==> src/rtl/spi_memory_burst_if.sv <==
// Pin-level bundle between the SPI pads and spi_memory_burst.
// master drives the SPI pins (pads/bench); slave is the memory block.
interface spi_memory_burst_if #(
  parameter int ADDR_W = 7
) ();
  logic              sclk_pin;
  logic              cs_pin;
  logic              mosi_pin;
  logic              miso_pin;
  logic              miso_oe;
  logic              busy;
  logic [ADDR_W-1:0] last_addr;

  modport master (
    output sclk_pin, cs_pin, mosi_pin,
    input  miso_pin, miso_oe, busy, last_addr
  );

  modport slave (
    input  sclk_pin, cs_pin, mosi_pin,
    output miso_pin, miso_oe, busy, last_addr
  );
endinterface

==> src/rtl/spi_memory_burst.sv <==
// Mode-0 SPI slave register file with glitch-filtered pins and {addr,rw} header.
// Define SPIMEM_BURST_EN for auto-incrementing (wrapping) burst transfers.
module spi_memory_burst #(
  parameter int ADDR_W     = 7,
  parameter int DATA_W     = 8,
  parameter int FILTER_CYC = 3
) (
  input  logic              clk,
  input  logic              rst_n,
  spi_memory_burst_if.slave spi
);

  localparam int DEPTH = 2 ** ADDR_W;
  localparam int HDR_W = ADDR_W + 1;
  localparam int SH_W  = (HDR_W > DATA_W) ? HDR_W : DATA_W;
  localparam int CNT_W = $clog2(SH_W + 1);

  localparam logic [CNT_W-1:0] HDR_LAST  = CNT_W'(HDR_W - 1);
  localparam logic [CNT_W-1:0] DATA_LAST = CNT_W'(DATA_W - 1);
  localparam logic [3:0]       FILT_LAST = 4'(FILTER_CYC - 1);

  localparam int P_CS   = 0;
  localparam int P_SCLK = 1;
  localparam int P_MOSI = 2;
  localparam logic [2:0] PIN_RST = 3'b001;

`ifdef SPIMEM_BURST_EN
  localparam bit BURST = 1'b1;
`else
  localparam bit BURST = 1'b0;
`endif

  typedef enum logic [2:0] {
    S_IDLE      = 3'd0,
    S_HDR       = 3'd1,
    S_WR_DATA   = 3'd2,
    S_WR_COMMIT = 3'd3,
    S_RD_LOAD   = 3'd4,
    S_RD_SHIFT  = 3'd5,
    S_HOLD      = 3'd6
  } state_e;

  // ---------------- pin conditioner ----------------
  logic [2:0]      pins_s;
  logic [2:0]      sync1_q, sync2_q;
  logic [2:0]      level_q, level_d;
  logic [2:0][3:0] filt_q, filt_d;
  logic [1:0]      rise_q, fall_q;
  logic            busy_q;

  assign pins_s = {spi.mosi_pin, spi.sclk_pin, spi.cs_pin};

  // A level change is accepted only after FILTER_CYC consecutive differing samples.
  always_comb begin
    level_d = level_q;
    filt_d  = '0;
    for (int i = 0; i < 3; i++) begin
      if (sync2_q[i] != level_q[i]) begin
        if (filt_q[i] == FILT_LAST) begin
          level_d[i] = sync2_q[i];
        end else begin
          filt_d[i] = filt_q[i] + 4'd1;
        end
      end else begin
        filt_d[i] = 4'd0;
      end
    end
  end

  // Synchroniser, filter state and edge pulses for CS and SCLK.
  always_ff @(posedge clk or negedge rst_n) begin
    if (!rst_n) begin
      sync1_q <= PIN_RST;
      sync2_q <= PIN_RST;
      level_q <= PIN_RST;
      filt_q  <= '0;
      rise_q  <= 2'b00;
      fall_q  <= 2'b00;
      busy_q  <= 1'b0;
    end else begin
      sync1_q <= pins_s;
      sync2_q <= sync1_q;
      level_q <= level_d;
      filt_q  <= filt_d;
      rise_q  <= level_d[1:0] & ~level_q[1:0];
      fall_q  <= ~level_d[1:0] & level_q[1:0];
      busy_q  <= ~level_d[P_CS];
    end
  end

  logic cs_rise_s, cs_fall_s, sclk_rise_s, sclk_fall_s, mosi_s;
  assign cs_rise_s   = rise_q[P_CS];
  assign cs_fall_s   = fall_q[P_CS];
  assign sclk_rise_s = rise_q[P_SCLK];
  assign sclk_fall_s = fall_q[P_SCLK];
  assign mosi_s      = level_q[P_MOSI];

  // ---------------- frame FSM ----------------
  state_e            state_q, state_d;
  logic [CNT_W-1:0]  bit_cnt_q;
  logic [SH_W-1:0]   shift_q;
  logic [ADDR_W-1:0] addr_q;
  logic [ADDR_W-1:0] last_addr_q;
  logic              miso_q;
  logic              miso_oe_q;
  logic [DATA_W-1:0] mem_q [DEPTH];

  // State register.
  always_ff @(posedge clk or negedge rst_n) begin
    if (!rst_n) begin
      state_q <= S_IDLE;
    end else begin
      state_q <= state_d;
    end
  end

  // Next state; a CS rise aborts from anywhere, discarding any partial word.
  always_comb begin
    state_d = state_q;
    if (cs_rise_s) begin
      state_d = S_IDLE;
    end else begin
      case (state_q)
        S_IDLE: begin
          if (cs_fall_s) state_d = S_HDR;
          else           state_d = S_IDLE;
        end
        S_HDR: begin
          if (sclk_rise_s && (bit_cnt_q == HDR_LAST)) begin
            if (mosi_s) state_d = S_RD_LOAD;
            else        state_d = S_WR_DATA;
          end else begin
            state_d = S_HDR;
          end
        end
        S_WR_DATA: begin
          if (sclk_rise_s && (bit_cnt_q == DATA_LAST)) state_d = S_WR_COMMIT;
          else                                         state_d = S_WR_DATA;
        end
        S_WR_COMMIT: begin
          if (BURST) state_d = S_WR_DATA;
          else       state_d = S_HOLD;
        end
        S_RD_LOAD: begin
          state_d = S_RD_SHIFT;
        end
        S_RD_SHIFT: begin
          // The word ends on the master's sampling edge of its last bit.
          if (sclk_rise_s && (bit_cnt_q == DATA_LAST)) begin
            if (BURST) state_d = S_RD_LOAD;
            else       state_d = S_HOLD;
          end else begin
            state_d = S_RD_SHIFT;
          end
        end
        S_HOLD: begin
          state_d = S_HOLD;
        end
        default: begin
          state_d = S_IDLE;
        end
      endcase
    end
  end

  logic clr_s, hdr_shift_s, addr_latch_s, wr_shift_s, commit_s, load_s, drive_s, rd_count_s;

  // Per-state datapath strobes.
  always_comb begin
    clr_s        = 1'b0;
    hdr_shift_s  = 1'b0;
    addr_latch_s = 1'b0;
    wr_shift_s   = 1'b0;
    commit_s     = 1'b0;
    load_s       = 1'b0;
    drive_s      = 1'b0;
    rd_count_s   = 1'b0;
    case (state_q)
      S_IDLE: begin
        clr_s = cs_fall_s;
      end
      S_HDR: begin
        hdr_shift_s  = sclk_rise_s;
        addr_latch_s = sclk_rise_s && (bit_cnt_q == HDR_LAST);
      end
      S_WR_DATA: begin
        wr_shift_s = sclk_rise_s;
      end
      S_WR_COMMIT: begin
        commit_s = ~cs_rise_s;
      end
      S_RD_LOAD: begin
        load_s = ~cs_rise_s;
      end
      S_RD_SHIFT: begin
        drive_s    = sclk_fall_s;
        rd_count_s = sclk_rise_s;
      end
      S_HOLD: begin
        clr_s = 1'b0;
      end
      default: begin
        clr_s = 1'b0;
      end
    endcase
  end

  // Bit counter, shift register, address and registered pin outputs.
  always_ff @(posedge clk or negedge rst_n) begin
    if (!rst_n) begin
      bit_cnt_q   <= '0;
      shift_q     <= '0;
      addr_q      <= '0;
      last_addr_q <= '0;
      miso_q      <= 1'b0;
      miso_oe_q   <= 1'b0;
    end else begin
      miso_oe_q <= (state_d == S_RD_LOAD) || (state_d == S_RD_SHIFT);
      if (clr_s) begin
        bit_cnt_q <= '0;
        shift_q   <= '0;
      end else if (hdr_shift_s) begin
        // The rw bit arrives last, so the address is already in the low bits.
        shift_q <= {shift_q[SH_W-2:0], mosi_s};
        if (addr_latch_s) begin
          addr_q    <= shift_q[ADDR_W-1:0];
          bit_cnt_q <= '0;
        end else begin
          bit_cnt_q <= bit_cnt_q + CNT_W'(1);
        end
      end else if (wr_shift_s) begin
        shift_q   <= {shift_q[SH_W-2:0], mosi_s};
        bit_cnt_q <= bit_cnt_q + CNT_W'(1);
      end else if (commit_s) begin
        last_addr_q <= addr_q;
        bit_cnt_q   <= '0;
        if (BURST) addr_q <= addr_q + ADDR_W'(1);
      end else if (load_s) begin
        shift_q[DATA_W-1:0] <= mem_q[addr_q];
        last_addr_q         <= addr_q;
        bit_cnt_q           <= '0;
      end else if (drive_s) begin
        miso_q  <= shift_q[DATA_W-1];
        shift_q <= shift_q << 1;
      end else if (rd_count_s) begin
        bit_cnt_q <= bit_cnt_q + CNT_W'(1);
        if (BURST && (bit_cnt_q == DATA_LAST)) addr_q <= addr_q + ADDR_W'(1);
      end
    end
  end

  // Storage array; deliberately not reset.
  always_ff @(posedge clk) begin
    if (commit_s) begin
      mem_q[addr_q] <= shift_q[DATA_W-1:0];
    end
  end

  assign spi.miso_pin  = miso_q;
  assign spi.miso_oe   = miso_oe_q;
  assign spi.busy      = busy_q;
  assign spi.last_addr = last_addr_q;

endmodule

==> src/flat_wrapper.sv <==
// flat-port wrapper written by rule: the top's interface ports become plain ports
module spi_memory_burst_flat 
#(
  parameter int ADDR_W     = 7,
  parameter int DATA_W     = 8,
  parameter int FILTER_CYC = 3
)
  (clk, rst_n, spi_sclk_pin, spi_cs_pin, spi_mosi_pin, spi_miso_pin, spi_miso_oe, spi_busy, spi_last_addr);
  spi_memory_burst_if #(.ADDR_W(ADDR_W)) spi_i ();
  input  logic clk;
  input  logic rst_n;
  input wire logic [$bits(spi_i.sclk_pin)-1:0] spi_sclk_pin;
  input wire logic [$bits(spi_i.cs_pin)-1:0] spi_cs_pin;
  input wire logic [$bits(spi_i.mosi_pin)-1:0] spi_mosi_pin;
  output wire logic [$bits(spi_i.miso_pin)-1:0] spi_miso_pin;
  output wire logic [$bits(spi_i.miso_oe)-1:0] spi_miso_oe;
  output wire logic [$bits(spi_i.busy)-1:0] spi_busy;
  output wire logic [$bits(spi_i.last_addr)-1:0] spi_last_addr;
  assign spi_i.sclk_pin = spi_sclk_pin;
  assign spi_i.cs_pin = spi_cs_pin;
  assign spi_i.mosi_pin = spi_mosi_pin;
  assign spi_miso_pin = spi_i.miso_pin;
  assign spi_miso_oe = spi_i.miso_oe;
  assign spi_busy = spi_i.busy;
  assign spi_last_addr = spi_i.last_addr;
  spi_memory_burst #(.ADDR_W(ADDR_W), .DATA_W(DATA_W), .FILTER_CYC(FILTER_CYC)) u_core (.clk(clk), .rst_n(rst_n), .spi(spi_i));
endmodule
==> config.mk <==
export PLATFORM = sky130hd
export DESIGN_NAME = spi_memory_burst_flat
export DESIGN_NICKNAME = d
export VERILOG_FILES = /design/src/rtl/spi_memory_burst_if.sv /design/src/rtl/spi_memory_burst.sv /design/src/flat_wrapper.sv
export SDC_FILE = /design/constraint.sdc
export NUM_CORES = 1
export LEC_CHECK = 0
export ABC_CLOCK_PERIOD_IN_PS = 7800
export CORE_MARGIN = 2
export CORE_UTILIZATION = 35
export CTS_CLUSTER_SIZE = 40
export DETAILED_ROUTE_END_ITERATION = 16
export HOLD_SLACK_MARGIN = 0.1
export PLACE_DENSITY_LB_ADDON = 0.2
export RECOVER_POWER = 50
export SLEW_MARGIN = 40
export SYNTH_ARGS = -nofsm -noshare
export SYNTH_HDL_FRONTEND = slang
export SYNTH_SLANG_ARGS = --single-unit
export TNS_END_PERCENT = 5
==> constraint.sdc <==
create_clock -name clk -period 7.8 [get_ports clk]
set_input_delay 1.95 -clock clk [delete_from_list [all_inputs] [get_ports clk]]
set_output_delay 1.95 -clock clk [all_outputs]
set_load 0.03 [all_outputs]
==> results of run 1 <==
worst paths after layout:
path	start	to	slack, ps	depth (start not counted)
max	u_core.shift_q[3]$_DFFE_PN0P_	u_core.mem_q[93][3]$_DFFE_PP_	2020	2
min	u_core.sync1_q[2]$_DFF_PN0_	u_core.sync2_q[2]$_DFF_PN0_	350	0
max reg2reg	u_core.shift_q[3]$_DFFE_PN0P_	u_core.mem_q[93][3]$_DFFE_PP_	2020	2
min reg2reg	u_core.sync1_q[2]$_DFF_PN0_	u_core.sync2_q[2]$_DFF_PN0_	350	0
max in group asynchronous	rst_n	u_core.addr_q[2]$_DFFE_PN0P_	2850	1
min in group asynchronous	rst_n	u_core.filt_q[8]$_DFF_PN0_	2450	1
metrics by stage:
stage               area (um^2)  instances  hold slack (ps)  total power [mW]  worst slack [ps]
floorplan                 42270       2381            331.2             8.249              5063
global placement          44290       3917            334.3             9.093              3335
detailed placement        44570       3919            336.4             9.155              3479
CTS                       48170       4121            350.6             14.41              3462
global route              48170       4122            357.4             14.83              1669
finish                    48170       4122            348.2             14.41              2017
layout by cell type (no fill, tap or decap), drive strengths merged, types with 12 or more instances in the layout:
| cell | Yosys | routed |
|---|---|---|
| nor2b | 12 | 12 |
| dfrtp | 54 | 54 |
| nand2 | 98 | 98 |
| inv | 12 | 15 |
| mux4 | 99 | 99 |
| nand3 | 18 | 18 |
| nor2 | 209 | 209 |
| a22oi | 54 | 54 |
| o221ai | 12 | 12 |
| nor3 | 15 | 15 |
| clkinv | 0 | 39 |
| mux2 | 97 | 97 |
| a221o | 29 | 29 |
| edfxtp | 1024 | 1024 |
| a31oi | 12 | 12 |
| o21ai | 58 | 58 |
| mux2i | 46 | 46 |
| a22o | 27 | 27 |
| a221oi | 119 | 119 |
| buf | 93 | 59 |
| a21oi | 68 | 68 |
| clkbuf | 60 | 157 |
kinds of logic (layout without fill, tap and decap cells):
logic type / Yosys count / in the layout / share of synthesized area
flops: 1081 / 1081 / 0.7613
buf+inv: 165 / 294 / 0.01915
xor+xnor: 11 / 11 / 0.002279
compound gates: 476 / 476 / 0.08460
mux: 242 / 242 / 0.08957
simple gates: 399 / 399 / 0.04106
fa+ha+maj: 7 / 7 / 0.002072
flip-flops by register name, indices dropped and copies added, names as in the netlist:
signal / count
u_core.spi.miso_pin: 1
u_core.spi.miso_oe: 1
u_core.sync1_q: 3
u_core.spi.busy: 1
u_core.bit_cnt_q: 4
u_core.mem_q: 1024
u_core.filt_q: 12
u_core.rise_q: 2
u_core.spi.last_addr: 7
u_core.fall_q: 2
u_core.level_q: 3
u_core.addr_q: 7
u_core.shift_q: 8
u_core.state_q: 3
u_core.sync2_q: 3
power groups by stage:
stage	registers, mW	logic (mW)	clock network, mW
4_1_cts	7.41	1.62	5.38
5_1_grt	7.50	1.72	5.61
2_1_floorplan	7.54	0.709	0
6_report	7.47	1.63	5.31
3_5_place_dp	7.53	1.62	0
3_3_place_gp	7.52	1.57	0
final cells by class:
| class | count | area, um^2 |
|---|---|---|
| sequential | 1081 | 32190 |
| timing repair buffer | 80 | 696.9 |
| tap | 1612 | 2017 |
| inverter | 12 | 45.04 |
| multi-input combinational | 1135 | 9615 |
| clock buffer | 149 | 3075 |
| fill | 10820 | 71640 |
| clock inverter | 53 | 528.0 |
synthesized netlist by cell type (8+ instances only):
cell type                     n  area [um^2]
sky130_fd_sc_hd__a221oi_1   119         1042
sky130_fd_sc_hd__nand2_1     98        367.9
sky130_fd_sc_hd__buf_4       15        112.6
sky130_fd_sc_hd__dfrtp_1     54         1351
sky130_fd_sc_hd__nand3_1     18        90.09
sky130_fd_sc_hd__a221o_1     29        290.3
sky130_fd_sc_hd__mux2_2      96         1081
sky130_fd_sc_hd__buf_6        8        90.09
sky130_fd_sc_hd__mux4_2      99         2230
sky130_fd_sc_hd__nor2_1     208        780.8
sky130_fd_sc_hd__a21oi_1     68        340.3
sky130_fd_sc_hd__buf_2       59        295.3
sky130_fd_sc_hd__nor3_1      15        75.07
sky130_fd_sc_hd__buf_1       11        41.29
sky130_fd_sc_hd__o211ai_1    11        82.58
sky130_fd_sc_hd__a21o_1       9        67.56
sky130_fd_sc_hd__o221ai_1    12        105.1
sky130_fd_sc_hd__o22ai_1     10        62.56
sky130_fd_sc_hd__a22oi_1     54        405.4
sky130_fd_sc_hd__mux2i_1     46        460.4
sky130_fd_sc_hd__nor2b_1     12        75.07
sky130_fd_sc_hd__nand2b_1     8        50.05
sky130_fd_sc_hd__clkbuf_1    60        225.2
sky130_fd_sc_hd__nor3b_1      8        60.06
sky130_fd_sc_hd__o21ai_0     54        270.3
sky130_fd_sc_hd__edfxtp_1  1024        30750
sky130_fd_sc_hd__inv_1       11        41.29
sky130_fd_sc_hd__a22o_1      27        236.5
sky130_fd_sc_hd__a31oi_1     12        75.07
routing by layer:
metal,wire (um),vias to the layer above
met5,28,-
met4,3326,4
met3,11520,200
met2,60260,1204
met1,53990,12810
li1,-,9780
critical path: stages, from the launching register on:
cell	delay [ps]
sky130_fd_sc_hd__dfrtp_1	2220
sky130_fd_sc_hd__clkbuf_1	880
sky130_fd_sc_hd__clkbuf_1	1980
==> results by stage, run 1 <==
Global routing:
- The global-route wire length before repair is 184,400 um.
- Entering global routing, the biggest net connects 96 pins.
- The aggregate global-route resource usage is 0.2086.
- For met3 alone, demand over resource in global routing was 0.04167.
- Global routing finished with a remaining overflow of 0.
- For met1 alone, demand over resource in global routing was 0.2930.
- In this run the most used layer during global routing was met2.
- The fraction of met2 tracks used by global routing is 0.3292.
- The number of antenna violations at the first check in global routing was 3.
- The number of global-route vias before repair is 23,950.

Clocking:
- The number of gates resized after cts is 0.
- In this run, post-CTS hold repair placed 0 buffers.
- For the worst-skew pair, the clock arrives at the later sink with an insertion delay of 700 ps.
- The clock sink count is 1,081.
- Counting the buffers created by CTS gives 112.
- The H-tree generated during clock tree synthesis spans 3 levels.
- The clock-pin slew on the worst setup and hold paths is 60 ps.
- TritonCTS built the clock tree.
- The post-CTS setup repair buffer count is 0.
- The tree is rooted in a sky130_fd_sc_hd__clkbuf_16.
- The clock passes through at most 3 buffers.

Timing:
- The total count of max-transition violations in the final report is 842.
- The final hold violation count was 0.
- The period utilization is 0.7415.
- On the final layout, the worst clock skew is 29.80 ps.
- The post-route minimum period is 5783 ps.
- The post-route setup TNS is 0 ps.
- For the pin with the worst max-slew slack, the measured transition is 4414 ps.
- The final setup violation count is 0.
- Timing would allow up to 0.1729 GHz.
- The headroom to the max-slew limit is -1.942.
- Setup repair after global routing left no endpoint under its margin.

Die:
- The initial utilization of the core area, before any placement, comes to 0.3528.
- The floorplan core area is 119,800 um^2.
- The cell row count is 127.
- The die width is 351.5 um.
- The die is 351.5 um tall.
- The number of placed I/O pins is 15.
- The floorplan step defined a die boundary enclosing 123,600 um^2.

Worst setup path:
- The category of the worst setup path launch point is a flop.
- Data on the critical path is required at its endpoint by 7890 ps.
- In this run the worst path has a maximum fanout of 64.
- For the worst setup path, the data arrival time is 5870 ps.
- The critical path in this run is classified as flop to flop.
- The worst setup path is captured at a flop.

Status:
- The flow ran to the end, but the final reports show violations.
- The checks that failed: max-capacitance violations, max-slew violations.

Power:
- The share of total power dissipated in sequential elements is 0.518.
- The portion of total power attributed to combinational logic is 0.113.
- The worst supply voltage drop on vdd is 0.1864 mV.
- The power per unit of standard cell area is 299.2 nW/um^2.
- The analysis attributes to cell leakage a power of 14.33 nW.
- The share of total power dissipated in the clock network is 0.369.
- The switching share of power is 0.2629.
- The power dissipated by switching net loads is 3.788 mW.
- The internal power of the cells totals 10.62 mW.

Route:
- The total via count after detailed routing is 24,000.
- The starting DRC count in detailed routing is 3,228.
- The via density per instance is 5.822.
- In the routed design, unresolved DRC markers number 0.
- The final wirelength is 129,100 um.
- The first-pass iteration count of the detailed router is 6.
- In the final routed layout, each cell accounts on average for 31.32 um.
- The number of nets still failing antenna checks after routing is 0.

Logic synthesis:
- Yosys mapped the design onto 72 distinct sky130hd cell types.
- The synthesized netlist net count is 2,393.
- For this run, the number of Yosys warnings is 0.
- The predominant post-synthesis flop cell is sky130_fd_sc_hd__edfxtp_1.
- In this run, synthesis produced a sequential element count of 1,081.
- After technology mapping, the gate count stands at 2,381.
- The cell area that synthesis handed to floorplanning was 42,270 um^2.
- The share of flip-flops with an asynchronous set or reset after synthesis is 0.05273.
- A synthesized cell averages 17.75 um^2.
- Yosys mapped a number of flops with a built-in enable equal to 1,024.
- The share of the Yosys chip area taken by registers is 0.7613.

Finish:
- From synthesis to final layout, the design area changed by 13.96%.
- Of the cells placed in the final design, the portion with a size suffix greater than 1 is 0.2183.
- The final core utilization is 0.4021.
- The net count reported at finish is 2,434.
- The number of antenna repair diodes is 0.

Place:
- The congestion estimate from routability-driven global placement came to 0.8528.
- In this run the tool buffered the top-level ports with 14 buffer cells.
- The half-perimeter wire length after detailed placement is 76,360 um.

Flow run:
- The max-capacitance violation count is 14.

Min path:
- The min-delay analysis places its worst path in the category flop to flop.
(Power assumes the default switching activity.)
==> run 2, diff against run 1 <==
- ABC_CLOCK_PERIOD_IN_PS: 7800 -> 5000
- clock period: 7.8 -> 5 ns (I/O delays scaled with it)
==> results by stage, run 2 (synthesis gave the netlist of run 1 again) <==
Worst setup path:
- The critical path capture point type is a flop.
- The setup slack of the worst register-to-register path is 710 ps (-1310 ps).
- The kind of critical path is flop to flop.
- The maximum net fanout on the critical path is 59 (-7.8%).
- The source of the worst register-to-register timing path is u_core.shift_q[7]$_DFFE_PN0P_.
- The category of the worst setup path launch point is a flop.
- The required time of the critical path is 5380 ps (-2510 ps).
- The depth of the most critical reg-to-reg path is 2 (unchanged).
- The endpoint arrival time on the critical path is 4670 ps (-1200 ps).
- The worst reg2reg path endpoint is u_core.mem_q[22][7]$_DFFE_PP_.

Route:
- The final wirelength came to 132,600 um (+2.7%).
- The number of nets still failing antenna checks after routing is 0 (unchanged).
- The total via count after detailed routing is 24,440 (+1.8%).
- The final routed DRC violation total is 0 (unchanged).
- The first-pass iteration count of the detailed router is 6 (unchanged).
- The starting DRC count in detailed routing is 3,006 (-6.9%).
- The routed wire length per instance was 31.43 um (+0.32%).
- The via density per instance is 5.793 (-0.50%).

Power:
- The static leakage is 15.91 nW (+11%).
- The total power consumption of the routed design came to 21.92 mW (+52%).
- The worst supply voltage drop on vdd is 0.2618 mV (+40%).
- The power per unit of standard cell area was 449.0 nW/um^2 (+50%).

Timing:
- The period utilization is 0.8583 (+0.1168).
- The post-route minimum period was 4291 ps (-1492 ps).
- The final setup violation count came to 0 (unchanged).
- The headroom to the max-slew limit was -1.051 (+0.8917).
- The post-route setup TNS was 0 ps (unchanged).
- Setup repair after global routing left no endpoint under its margin.
- The maximum operating frequency is 0.2330 GHz (+35%).
- The post-route clock skew is 37.57 ps (+7.769 ps).
- The final worst-path setup slack is 708.6 ps (-1308 ps).
- The final hold violation count is 0 (unchanged).
- The transition time at the pin with the least slew margin is 3076 ps (-1338 ps).
- The total count of max-transition violations in the final report is 657 (-22%).

Clocking:
- The number of buffers inserted for hold repair after clock tree synthesis is 0 (unchanged).
- The clock-pin slew on the worst setup and hold paths is 60 ps (about the same).
- The post-CTS setup repair buffer count is 0 (unchanged).
- The number of gates resized after cts was 0 (unchanged).
- The later-pin clock latency in the skew report is 720 ps (+20 ps).
- The clock tree from TritonCTS is done.
- The count of H-tree levels built during CTS is 3 (unchanged).
- The buffer levels on the longest clock path is 3 (unchanged).
- The clock sink count was 1,081 (unchanged).
- The total CTS buffers is 111 (-0.89%).
- The tree is rooted in a sky130_fd_sc_hd__clkbuf_16.

Finish:
- In the layout the commonest cells are sky130_fd_sc_hd__edfxtp_1, sky130_fd_sc_hd__nor2_1, sky130_fd_sc_hd__buf_4.
- In the final layout, the registers with the most flip-flops are u_core.mem_q (1024), u_core.filt_q (12), u_core.shift_q (8).
- The number of antenna repair diodes is 0 (unchanged).
- The count of non-filler cells in the finished layout is 4,219 (+2.4%).
- The net count reported at finish was 2,522 (+3.6%).
- The area added between synthesis and finish is 15.49%.
- The fraction of layout cells with a size suffix above 1 is 0.2305 (+0.01221).
- The commonest non-fill, non-tap cell in the layout is sky130_fd_sc_hd__edfxtp_1.
- The register with the most flip-flops is u_core.mem_q.
- The final core utilization was 0.4075 (+0.005399).
- The flip-flop count of the largest register after layout is 1,024 (unchanged).
- The number of fill cells in the layout was 10,810 (-0.065%).

Place:
- The post-placement worst setup slack is 1318 ps (-2161 ps).
- The number of port buffers is 14 (unchanged).
- The routability congestion estimate was 0.9162 (+7.4%).
- The half-perimeter wire length after detailed placement is 81,960 um (+7.3%).
- The placed cell count is 4,005 (+2.2%).

Min path:
- In this run the worst hold path is classified as flop to flop.
- For hold timing, the worst endpoint is u_core.sync2_q[2]$_DFF_PN0_.
- The depth of the worst hold-timing path is 0 (unchanged).
- The worst hold path begins at u_core.sync1_q[2]$_DFF_PN0_.

Die:
- The cell row count is 127 (unchanged).
- The die outline height was 351.5 um (unchanged).
- The starting utilization of the core area was 0.3528 (unchanged).
- The area enclosed by the die boundary is 123,600 um^2 (unchanged).
- The number of placed I/O pins came to 15 (unchanged).
- The die width is 351.5 um (unchanged).
- The floorplan core area was 119,800 um^2 (unchanged).

Global routing:
- The number of global-route vias before repair was 24,510 (+2.3%).
- The largest net degree at the start of global routing is 89 (-7.3%).
- The number of antenna violations at the first check in global routing is 1 (-2).
- The final global-route overflow total was 0 (unchanged).
- The aggregate global-route resource usage is 0.2131 (+0.004464).
- The global-route wire length before repair was 187,600 um (+1.7%).

Status:
- The flow ran to the end, but the final reports show violations.
- The checks that failed: max-capacitance violations, max-slew violations.

Flow run:
- The max-capacitance violation count is 14 (unchanged).
[run 2: worst max-delay path by stage]
stage | slack [ps] | start | to | depth (start not counted)
after floorplan | 2260 | u_core.addr_q[1]$_DFFE_PN0P_ | u_core.mem_q[89][0]$_DFFE_PP_ | 8
after global placement | 670 | u_core.addr_q[1]$_DFFE_PN0P_ | u_core.shift_q[5]$_DFFE_PN0P_ | 9
after detailed placement | 1320 | u_core.addr_q[2]$_DFFE_PN0P_ | u_core.shift_q[3]$_DFFE_PN0P_ | 9
after CTS | 1310 | u_core.addr_q[2]$_DFFE_PN0P_ | u_core.shift_q[3]$_DFFE_PN0P_ | 9
after global routing | 580 | u_core.shift_q[1]$_DFFE_PN0P_ | u_core.mem_q[48][1]$_DFFE_PP_ | 2
final | 710 | u_core.shift_q[7]$_DFFE_PN0P_ | u_core.mem_q[22][7]$_DFFE_PP_ | 2
[run 2: worst max-delay path, cell delays in order, from the launching register on]
cell and delay [ps]:
sky130_fd_sc_hd__dfrtp_1 950, sky130_fd_sc_hd__clkbuf_1 2010, sky130_fd_sc_hd__buf_4 870
[run 2: layout make-up]
cell class	instances	area, um^2	share of cell area
repair buffers	169	1369	0.02804
multi-input cells	1135	9518	0.1950
clock inverters	55	588.1	0.01205
well taps	1612	2017	0.04132
inverters	12	50.05	0.001025
clock buffers	155	3083	0.06315
flip-flops and latches	1081	32190	0.6595
[run 2: per-stage QoR]
step | instance area (um^2) | hold WS, ps
after floorplan | 42270 | 331.2
after CTS | 48870 | 352.3
after detailed placement | 45200 | 338.7
after global routing | 48820 | 364.8
after global placement | 44860 | 334.6
final | 48820 | 351.1
[run 2: power breakdown]
part | leakage (nW) | switching [mW] | internal, mW
Combinational | 3.48 | 1.81 | 0.659
Sequential | 10.6 | 0.349 | 10.7
Clock | 1.79 | 3.51 | 4.87
Total | 15.9 | 5.66 | 16.3
[run 2: layer usage]
layer | up-vias | part of all wire | global-route usage
li1 | 9974 | - | -
met1 | 12890 | 0.41 | 0.2946
met2 | 1309 | 0.46 | 0.3347
met3 | 265 | 0.087 | 0.04135
met4 | 0 | 0.038 | 0.07841
met5 | - | 0 | 0
